## src/rtl/mem_arb_pkg.sv

```systemverilog
// rtl/mem_arb_pkg.sv - shared types and widths for the memory arbiter
package mem_arb_pkg;

    typedef enum logic [1:0] {
        IDLE  = 2'd0,
        FILL  = 2'd1,
        WRITE = 2'd2
    } arb_state_t;

    typedef enum logic {
        OWN_I = 1'b0,
        OWN_D = 1'b1
    } owner_t;

    localparam int WIDX_W    = 3;
    localparam int BLK_OFF_W = 4;

endpackage

```

## src/rtl/mem_arbiter_if.sv

```systemverilog
// rtl/mem_arbiter_if.sv - requester and memory-side bundle of the memory arbiter
interface mem_arbiter_if
    import mem_arb_pkg::*;
#(
    parameter int ADDR_W = 16,
    parameter int DATA_W = 16
) ();

    logic              i_req;
    logic [ADDR_W-1:0] i_addr;
    logic              i_grant;
    logic              i_data_valid;
    logic [DATA_W-1:0] i_data;
    logic [WIDX_W-1:0] i_word_idx;
    logic              i_done;

    logic              d_req;
    logic              d_wr;
    logic [ADDR_W-1:0] d_addr;
    logic [DATA_W-1:0] d_wdata;
    logic              d_grant;
    logic              d_data_valid;
    logic [DATA_W-1:0] d_data;
    logic [WIDX_W-1:0] d_word_idx;
    logic              d_done;

    logic              mem_en;
    logic              mem_wr;
    logic [ADDR_W-1:0] mem_addr;
    logic [DATA_W-1:0] mem_data_in;
    logic [DATA_W-1:0] mem_data_out;
    logic              mem_data_valid;

    modport slave (
        input  i_req, i_addr, d_req, d_wr, d_addr, d_wdata, mem_data_out, mem_data_valid,
        output i_grant, i_data_valid, i_data, i_word_idx, i_done,
        output d_grant, d_data_valid, d_data, d_word_idx, d_done,
        output mem_en, mem_wr, mem_addr, mem_data_in
    );

    modport master (
        output i_req, i_addr, d_req, d_wr, d_addr, d_wdata, mem_data_out, mem_data_valid,
        input  i_grant, i_data_valid, i_data, i_word_idx, i_done,
        input  d_grant, d_data_valid, d_data, d_word_idx, d_done,
        input  mem_en, mem_wr, mem_addr, mem_data_in
    );

endinterface

```

## src/rtl/mem_arb_pick.sv

```systemverilog
// rtl/mem_arb_pick.sv - two-way request picker; MEM_ARB_RR_EN turns ties into round-robin
module mem_arb_pick
    import mem_arb_pkg::*;
(
    input  logic   i_req,
    input  logic   d_req,
    input  owner_t last,
    output logic   pick_valid,
    output owner_t pick_owner
);

`ifdef MEM_ARB_RR_EN
    always_comb begin
        pick_valid = i_req | d_req;
        if (i_req && d_req)
            pick_owner = (last == OWN_I) ? OWN_D : OWN_I;
        else
            pick_owner = d_req ? OWN_D : OWN_I;
    end
`else
    logic unused_last;
    assign unused_last = last;

    always_comb begin
        pick_valid = i_req | d_req;
        pick_owner = d_req ? OWN_D : OWN_I;
    end
`endif

endmodule

```

## src/rtl/mem_arbiter.sv

```systemverilog
// rtl/mem_arbiter.sv - shares pipelined main memory between I/D miss handlers (MEM_ARB_RR_EN: round-robin ties)
module mem_arbiter
    import mem_arb_pkg::*;
#(
    parameter int ADDR_W        = 16,
    parameter int DATA_W        = 16,
    parameter int WORDS_PER_BLK = 8,
    parameter int MEM_LAT       = 4
) (
    input  logic          clk,
    input  logic          rst,
    mem_arbiter_if.slave  bus
);

    localparam logic [WIDX_W:0]   BLK_CNT        = (WIDX_W+1)'(WORDS_PER_BLK);
    localparam logic [WIDX_W-1:0] LAST_RCV       = WIDX_W'(WORDS_PER_BLK - 1);
    localparam int                unused_mem_lat = MEM_LAT;

    arb_state_t                  state, state_nxt;
    owner_t                      owner, owner_nxt;
    logic [ADDR_W-BLK_OFF_W-1:0] tag_q, tag_nxt;
    logic [WIDX_W:0]             k, k_nxt;
    logic [WIDX_W-1:0]           rcv, rcv_nxt;
    logic                        en_q, en_nxt, wr_q, wr_nxt;
    logic [ADDR_W-1:0]           addr_q, addr_nxt;
    logic [DATA_W-1:0]           din_q, din_nxt;
    logic                        pick_valid;
    owner_t                      pick_owner;
    logic                        grant, fill_valid, done;
    logic                        unused_low;

    assign unused_low = ^bus.i_addr[BLK_OFF_W-1:0];

    function automatic logic [ADDR_W-1:0] word_addr(input logic [ADDR_W-BLK_OFF_W-1:0] tag,
                                                    input logic [WIDX_W-1:0]           idx);
        return {tag, idx, 1'b0};
    endfunction

    mem_arb_pick u_pick (
        .i_req      (bus.i_req),
        .d_req      (bus.d_req),
        .last       (owner),
        .pick_valid (pick_valid),
        .pick_owner (pick_owner)
    );

    always_ff @(posedge clk) begin
        if (rst) begin
            state  <= IDLE;
            owner  <= OWN_I;
            tag_q  <= '0;
            k      <= '0;
            rcv    <= '0;
            en_q   <= 1'b0;
            wr_q   <= 1'b0;
            addr_q <= '0;
            din_q  <= '0;
        end else begin
            state  <= state_nxt;
            owner  <= owner_nxt;
            tag_q  <= tag_nxt;
            k      <= k_nxt;
            rcv    <= rcv_nxt;
            en_q   <= en_nxt;
            wr_q   <= wr_nxt;
            addr_q <= addr_nxt;
            din_q  <= din_nxt;
        end
    end

    // mem_* are computed one cycle ahead so the registered outputs line up with state
    always_comb begin
        state_nxt  = state;
        owner_nxt  = owner;
        tag_nxt    = tag_q;
        k_nxt      = k;
        rcv_nxt    = rcv;
        en_nxt     = 1'b0;
        wr_nxt     = 1'b0;
        addr_nxt   = addr_q;
        din_nxt    = din_q;
        grant      = 1'b0;
        fill_valid = 1'b0;
        done       = 1'b0;
        case (state)
            IDLE: begin
                k_nxt   = '0;
                rcv_nxt = '0;
                if (pick_valid) begin
                    owner_nxt = pick_owner;
                    en_nxt    = 1'b1;
                    if (pick_owner == OWN_D && bus.d_wr) begin
                        state_nxt = WRITE;
                        wr_nxt    = 1'b1;
                        addr_nxt  = bus.d_addr;
                        din_nxt   = bus.d_wdata;
                    end else begin
                        state_nxt = FILL;
                        tag_nxt   = (pick_owner == OWN_D) ? bus.d_addr[ADDR_W-1:BLK_OFF_W]
                                                          : bus.i_addr[ADDR_W-1:BLK_OFF_W];
                        addr_nxt  = word_addr(tag_nxt, '0);
                        k_nxt     = (WIDX_W+1)'(1);
                    end
                end
            end
            FILL: begin
                grant = 1'b1;
                if (k < BLK_CNT) begin
                    en_nxt   = 1'b1;
                    addr_nxt = word_addr(tag_q, k[WIDX_W-1:0]);
                    k_nxt    = k + 1'b1;
                end
                if (bus.mem_data_valid) begin
                    fill_valid = 1'b1;
                    rcv_nxt    = rcv + 1'b1;
                    if (rcv == LAST_RCV) begin
                        done      = 1'b1;
                        state_nxt = IDLE;
                    end
                end
            end
            WRITE: begin
                grant     = 1'b1;
                done      = 1'b1;
                state_nxt = IDLE;
            end
            default: state_nxt = IDLE;
        endcase
    end

    assign bus.i_grant      = grant && (owner == OWN_I);
    assign bus.d_grant      = grant && (owner == OWN_D);
    assign bus.i_done       = done && (owner == OWN_I);
    assign bus.d_done       = done && (owner == OWN_D);
    assign bus.i_data_valid = fill_valid && (owner == OWN_I);
    assign bus.d_data_valid = fill_valid && (owner == OWN_D);
    assign bus.i_data       = bus.i_data_valid ? bus.mem_data_out : '0;
    assign bus.d_data       = bus.d_data_valid ? bus.mem_data_out : '0;
    assign bus.i_word_idx   = bus.i_data_valid ? rcv : '0;
    assign bus.d_word_idx   = bus.d_data_valid ? rcv : '0;

    assign bus.mem_en      = en_q;
    assign bus.mem_wr      = wr_q;
    assign bus.mem_addr    = addr_q;
    assign bus.mem_data_in = din_q;

endmodule

```

## src/flat_wrapper.sv

```systemverilog
// flat-port wrapper written by rule: the top's interface ports become plain ports
module mem_arbiter_flat import mem_arb_pkg::*;
#(
    parameter int ADDR_W        = 16,
    parameter int DATA_W        = 16,
    parameter int WORDS_PER_BLK = 8,
    parameter int MEM_LAT       = 4
)
  (clk, rst, bus_i_req, bus_i_addr, bus_d_req, bus_d_wr, bus_d_addr, bus_d_wdata, bus_mem_data_out, bus_mem_data_valid, bus_i_grant, bus_i_data_valid, bus_i_data, bus_i_word_idx, bus_i_done, bus_d_grant, bus_d_data_valid, bus_d_data, bus_d_word_idx, bus_d_done, bus_mem_en, bus_mem_wr, bus_mem_addr, bus_mem_data_in);
  mem_arbiter_if #(.ADDR_W(ADDR_W), .DATA_W(DATA_W)) bus_i ();
  input  logic clk;
  input  logic rst;
  input wire logic [$bits(bus_i.i_req)-1:0] bus_i_req;
  input wire logic [$bits(bus_i.i_addr)-1:0] bus_i_addr;
  input wire logic [$bits(bus_i.d_req)-1:0] bus_d_req;
  input wire logic [$bits(bus_i.d_wr)-1:0] bus_d_wr;
  input wire logic [$bits(bus_i.d_addr)-1:0] bus_d_addr;
  input wire logic [$bits(bus_i.d_wdata)-1:0] bus_d_wdata;
  input wire logic [$bits(bus_i.mem_data_out)-1:0] bus_mem_data_out;
  input wire logic [$bits(bus_i.mem_data_valid)-1:0] bus_mem_data_valid;
  output wire logic [$bits(bus_i.i_grant)-1:0] bus_i_grant;
  output wire logic [$bits(bus_i.i_data_valid)-1:0] bus_i_data_valid;
  output wire logic [$bits(bus_i.i_data)-1:0] bus_i_data;
  output wire logic [$bits(bus_i.i_word_idx)-1:0] bus_i_word_idx;
  output wire logic [$bits(bus_i.i_done)-1:0] bus_i_done;
  output wire logic [$bits(bus_i.d_grant)-1:0] bus_d_grant;
  output wire logic [$bits(bus_i.d_data_valid)-1:0] bus_d_data_valid;
  output wire logic [$bits(bus_i.d_data)-1:0] bus_d_data;
  output wire logic [$bits(bus_i.d_word_idx)-1:0] bus_d_word_idx;
  output wire logic [$bits(bus_i.d_done)-1:0] bus_d_done;
  output wire logic [$bits(bus_i.mem_en)-1:0] bus_mem_en;
  output wire logic [$bits(bus_i.mem_wr)-1:0] bus_mem_wr;
  output wire logic [$bits(bus_i.mem_addr)-1:0] bus_mem_addr;
  output wire logic [$bits(bus_i.mem_data_in)-1:0] bus_mem_data_in;
  assign bus_i.i_req = bus_i_req;
  assign bus_i.i_addr = bus_i_addr;
  assign bus_i.d_req = bus_d_req;
  assign bus_i.d_wr = bus_d_wr;
  assign bus_i.d_addr = bus_d_addr;
  assign bus_i.d_wdata = bus_d_wdata;
  assign bus_i.mem_data_out = bus_mem_data_out;
  assign bus_i.mem_data_valid = bus_mem_data_valid;
  assign bus_i_grant = bus_i.i_grant;
  assign bus_i_data_valid = bus_i.i_data_valid;
  assign bus_i_data = bus_i.i_data;
  assign bus_i_word_idx = bus_i.i_word_idx;
  assign bus_i_done = bus_i.i_done;
  assign bus_d_grant = bus_i.d_grant;
  assign bus_d_data_valid = bus_i.d_data_valid;
  assign bus_d_data = bus_i.d_data;
  assign bus_d_word_idx = bus_i.d_word_idx;
  assign bus_d_done = bus_i.d_done;
  assign bus_mem_en = bus_i.mem_en;
  assign bus_mem_wr = bus_i.mem_wr;
  assign bus_mem_addr = bus_i.mem_addr;
  assign bus_mem_data_in = bus_i.mem_data_in;
  mem_arbiter #(.ADDR_W(ADDR_W), .DATA_W(DATA_W), .WORDS_PER_BLK(WORDS_PER_BLK), .MEM_LAT(MEM_LAT)) u_core (.clk(clk), .rst(rst), .bus(bus_i));
endmodule
```

## config.mk

```make
export PLATFORM = sky130hd
export DESIGN_NAME = mem_arbiter_flat
export DESIGN_NICKNAME = d
export VERILOG_FILES = /design/src/rtl/mem_arb_pkg.sv /design/src/rtl/mem_arbiter_if.sv /design/src/rtl/mem_arb_pick.sv /design/src/rtl/mem_arbiter.sv /design/src/flat_wrapper.sv
export SDC_FILE = /design/constraint.sdc
export NUM_CORES = 1
export LEC_CHECK = 0
export BUFFER_PORTS_ARGS = -buffer_cell sky130_fd_sc_hd__buf_2
export CORE_MARGIN = 2
export CORE_UTILIZATION = 40
export CTS_BUF_LIST = sky130_fd_sc_hd__clkbuf_2
export DETAILED_ROUTE_END_ITERATION = 7
export PLACE_DENSITY = 0.75
export SLEW_MARGIN = 15
export SYNTH_ARGS = -nofsm -noshare
export SYNTH_HDL_FRONTEND = slang
export SYNTH_SLANG_ARGS = --single-unit
```

## constraint.sdc

```tcl
create_clock -name clk -period 1.37 [get_ports clk]
set_input_delay 0.137 -clock clk [delete_from_list [all_inputs] [get_ports clk]]
set_output_delay 0.137 -clock clk [all_outputs]
set_load 0.1 [all_outputs]
```

---- After elaboration in Yosys (flattened, before gate mapping) ----
Index checks and enable logic that the tools add are counted.
word-level totals
  bits in registers ....................... 56
  input port bits ......................... 70
  output and inout port bits .............. 78
  word-level logic and storage cells ...... 73
cells by class
  add/sub/neg operators ................... 2
  $lt $le $gt $ge ......................... 1
  equal/unequal tests ..................... 7
  muxes and demuxes ....................... 31
  bitwise logic cells ..................... 5
  reductions and logical operators ........ 18
operator list
  cell                   number
  $mux W16               5
  $pmux W16 S2           1
  $mux W12               1
  $reduce_and A3 Y1      4
  $mux W1                10
  $mux W3                3
  $mux W2                4
  $mux W4                2
  $pmux W4 S2            1
  $logic_and A1 B1 Y1    7
  $ne A2 B1 Y1 const B   3
  $pmux W3 S2            1
  $reduce_and A2 Y1      3
  $add A4 B1 Y4 const B  1
  $lt A4 B4 Y1 const B   1
  $not A1 Y1             4
  $pmux W1 S2            2
  $pmux W2 S2            1
  $add A3 B1 Y3 const B  1
  $eq A3 B3 Y1 const B   1
  $reduce_or A3 Y1       1
  $eq A2 B1 Y1 const B   1
  $eq A2 B2 Y1 const B   1
  $logic_not A2 Y1       1
  other kinds (4)        4

---- Logic depth before layout (Yosys ltp) ----
  depth in word-level cells ............... 5
  gate-level depth with buffers ........... 8
  gate-level depth less buffers ........... 6

---- By module ----
Synthesis repeated with hierarchy kept, for this count alone.
second synthesis, totals
  cell total of the unflattened synthesis .. 336
  area, all modules ....................... 2897.8 um^2
modules (own cells, without submodules)
  module        instances  cells each  area an instance (um^2)  sequential area each (um^2)
  mem_arbiter   1          334         2884.0                   1121.1
  mem_arb_pick  1          2           13.8                     0.0

---- Worst setup path after synthesis ----
OpenSTA, ideal clock, no wires.
  path type ............................... reg2out
  from .................................... reg u_core.state[0]
  to ...................................... out bus_i_done
  arrival ................................. 3.514 ns
  required time ........................... 1.233 ns
  slack ................................... -2.281 ns
  cell stages (with the launch flop) ...... 5
  path buffers ............................ 0
  cell sequence ........................... dfxtp_1 -> inv_1 -> ha_1 -> nor2b_1 -> nor2b_1
on the way
  cells in the longest elaborated chain, start to end .. 3
  elaborated cells between the ends (all ways) .. 4
  those cells by class .................... eq/ne (2); mux (1); reduce/logical (1)
ends and longest elaborated chain
  item                                          RTL line            source
  start: declaration                            mem_arbiter.sv:19   arb_state_t state, state_nxt;
  start signal: assignment                      mem_arbiter.sv:59   state <= state_nxt;
  $eq A2 B2 Y1 or $eq A2 B1 Y1 (tied branches)  mem_arbiter.sv:85   case (state)
  $pmux W1 S2 *                                 mem_arbiter.sv:85
  $logic_and A1 B1 Y1 *                         mem_arbiter.sv:133  assign bus.i_done = done && (owner == OWN_I);
  end: declaration                              flat_wrapper.sv:25  output wire logic [$bits(bus_i.i_done)-1:0] bus_i_done;
Mark *: on every way between the ends. The rest lies on a longest branch, timed or not.

---- Worst setup path after layout ----
  from .................................... reg u_core.state[1]
  to ...................................... out bus_d_done
on the way
  cells in the longest elaborated chain, start to end .. 3
  elaborated cells between the ends (all ways) .. 4
  those cells by class .................... eq/ne (2); mux (1); reduce/logical (1)
ends and longest elaborated chain
  item                                          RTL line            source
  $eq A2 B2 Y1 or $eq A2 B1 Y1 (tied branches)  mem_arbiter.sv:85
  $pmux W1 S2 *                                 mem_arbiter.sv:85
  $logic_and A1 B1 Y1 *                         mem_arbiter.sv:134  assign bus.d_done = done && (owner == OWN_D);
  end: declaration                              flat_wrapper.sv:30  output wire logic [$bits(bus_i.d_done)-1:0] bus_d_done;
Marked as above.

==> results.ini <==
[timing]
fmax_ghz = 0.489
finalHoldViolations = 2
setup_violations = 113
tns_ps = -42530
final.setup.worst_slack_ps = -674
period_minus_slack_ps = 2040
slew_headroom_pct = 76.7
finalCritPeriodShare_pct = 149
holdWs_ps = -29.9
tightest_slew_ps = 340
skew_ps = 45.9
drv_slew = 0
grt_setup_unrepaired = yes

[detailed_routing]
first_pass_iters = 5
wirelength_um = 13400
top_layer_used = met4
num_vias = 3494
drc = 0
m1WireLength_um = 4490
postRouteAntennaNets = 0
wl_per_cell_um = 21.4
wl_met2_um = 6890
via_per_inst = 5.57
wl_met3_um = 1120
dr.first_iter.drc_count = 232

[floorplan]
die_w_um = 88.0
core_area_um2 = 6830
rows = 30
dieArea_um2 = 7750
initial_core_util_pct = 41.4
pin_count = 148
die_h_um = 88.0

[outcome]
status = finished, violations left
failed_checks = hold timing, setup timing

[place]
place.gp.congestion = 0.886
io_buffer_count = 143
post_dp_cell_area_um2 = 4630
dpl.hpwl_um = 6300
pre_cts_slack_ps = -174

[job]
maxCapViolCount = 0

[synth]
synth-seq-area-share_pct = 39.7
syn_nets = 404
avgSynthCellArea_um2 = 8.61
synthesis.area_um2 = 2830
yosys_warnings = 0
ys_types = 37
synth-seq-cells = 56
syn-instance-count = 328

[min_path]
hold_path_depth = 3
holdCritStartpoint = bus_d_addr[2]
hold_end = u_core.bus.mem_addr[2]$_SDFFE_PP0P_
hp-class = primary input to flip-flop

[grt]
track_usage_pct = 28.4
grt_max_degree = 24
antenna_found_initial = 0
grt_overflow = 0
grt_pass1_wl_um = 16800
grt_pass1_vias = 3369

[layout]
nFillCells = 334
num_antenna_cells = 0
drive_gt1_share_pct = 64.6
mostFrequentLayoutCells = buf_2 (65), buf_12 (54), dfxtp_1 (48)
fin_area_um2 = 5790
final_common_cell = buf_2
area.growth.synth_to_final_pct = 105
nets = 606

[setup_path]
regToRegStartpoint = u_core.state[1]$_SDFFE_PP0P_
max_stage_delay_ps = 410
crit_path_top_delay_cell = dfxtp_2
worst-path-buf-inv = 4
worstPathRequired_ps = 1230
end_kind = output port
critPathLaunchType = flip-flop
critPathKind = flip-flop to output port
crit_chain = inv_4 -> ha_4 -> buf_6 -> a31oi_2 -> buf_4 -> nor2b_4 -> buf_12
cp.arrival_ps = 1910
critPathMaxFanout = 10
reg2reg_slack_ps = -440
cp_top_family = buffers and inverters
rr_endpoint = u_core.bus.mem_data_in[15]$_SDFFE_PP0P_
reg2reg_depth = 10

[power]
ir_drop_mv = 1.00
seq_power_share_pct = 35.1
combPwrFrac_pct = 51.1
powerDensity_nw_per_um2 = 942
clockPowerShare_pct = 13.7
power.internal_mw = 3.00
fin_total_pwr_mw = 5.45
p_switching_mw = 2.45
leakage_nw = 2.50
switching_share_pct = 44.9

[clock_tree]
cts_root_buffer = clkbuf_2
cts.clk_slew.worst_paths_ps = 350
clock_sinks = 56
cts_made_buffers = 5
clockBufferDepth = 2
cts_tree = done
htreeDepth = 2
clock_latency_ps = 550

-- repair_timing --
action                                 CTS  global route
cloned                                   7             3
setup endpoints to repair              112           120
buffers inserted                        15             6
endpoints found under the hold margin   17             1
gates resized for setup                 81            77
pin swaps                               19            38
hold buffers                            17             1
-- per-layer routing --
layer | GRT usage, % | up-vias
met5 | 0 | -
met4 | 14.0 | 0
met3 | 6.13 | 97
met2 | 52.5 | 278
met1 | 30.3 | 1595
li1 | - | 1524
-- worst register-to-register path, stage by stage (launching register included) --
cell,delay [ps]
dfxtp_2,440
inv_4,50
buf_4,140
ha_4,160
buf_6,130
buf_4,130
buf_6,120
nand3_4,120
clkbuf_16,170
nand2_1,70
a21oi_1,270
-- power groups by stage --
stage	clock network [mW]	registers (mW)	logic, mW
floorplan	0	2.52	0.884
global placement	0	1.88	2.02
detailed placement	0	1.89	2.06
CTS	0.679	1.87	2.49
global route	0.810	1.93	2.88
finish	0.747	1.92	2.79
-- stage by stage --
step | instances | utilization (%)
3_3_place_gp | 571 | 67.8
4_1_cts | 618 | 79.1
2_1_floorplan | 328 | -
5_1_grt | 627 | 84.8
6_report | 627 | 84.8
3_5_place_dp | 571 | 67.8
-- worst max-delay path by stage --
stage	to	depth (start not counted)	slack (ps)	startpoint
finish	bus_d_done	7	-670	u_core.state[1]$_SDFFE_PP0P_
global route	bus_i_data[12]	8	-700	u_core.state[1]$_SDFFE_PP0P_
CTS	bus_i_data[7]	8	-580	u_core.state[1]$_SDFFE_PP0P_
detailed placement	u_core.bus.mem_addr[4]$_SDFFE_PP0P_	7	-170	u_core.state[1]$_SDFFE_PP0P_
global placement	u_core.bus.mem_addr[1]$_SDFFE_PP0P_	7	-130	u_core.state[1]$_SDFFE_PP0P_
floorplan	bus_i_done	4	-570	u_core.state[0]$_SDFFE_PP0P_
-- Yosys cell counts, drive strengths merged --
master	number	area [um^2]
a211oi	14	140
and2	39	244
nand3	2	10.0
nand2b	18	130
mux2i	13	130
o32ai	1	8.76
inv	5	18.8
a22oi	4	30.0
and3	3	18.8
buf	14	103
clkbuf	11	41.3
a31oi	2	12.5
a21bo	1	10.0
dfxtp	56	1120
a32oi	3	26.3
nor2	40	150
a21boi	1	18.8
nand4	1	6.26
o22ai	12	138
ha	6	75.1
o21ai	3	15.0
a41oi	1	8.76
nand2	36	135
o21bai	1	7.51
or3b	1	8.76
a21oi	33	169
o211a	1	10.0
a221oi	1	8.76
nor3	1	5.00
nor2b	4	25.0
-- cell type report --
cell class / instances / area (um^2) / area share [%]
sequential: 56 / 1130 / 19.6
inverter: 5 / 21.3 / 0.367
tap: 96 / 120 / 2.07
multi-input combinational: 243 / 1990 / 34.4
timing repair buffer: 219 / 2480 / 42.9
clock inverter: 2 / 13.8 / 0.238
clock buffer: 6 / 30.0 / 0.518
-- sequential cells by signal, indices dropped and copies added (netlist names) --
register	flops
u_core.rcv	3
u_core.state	2
u_core.bus.mem_data_in	16
u_core.bus.mem_en	1
u_core.bus.mem_addr	16
u_core.k	4
u_core.bus.mem_wr	1
u_core.owner	1
u_core.tag_q	12
-- logic make-up after synthesis --
kind of cell | Yosys count | synth area share (%)
AO/OA/AOI/OAI | 78 | 21.3
adder cells (fa/ha/maj) | 6 | 2.66
buffers and inverters | 30 | 5.76
flip-flops | 56 | 39.7
multiplexers | 13 | 4.61
AND/OR/NAND/NOR | 145 | 26.0
(Power assumes the default switching activity.)
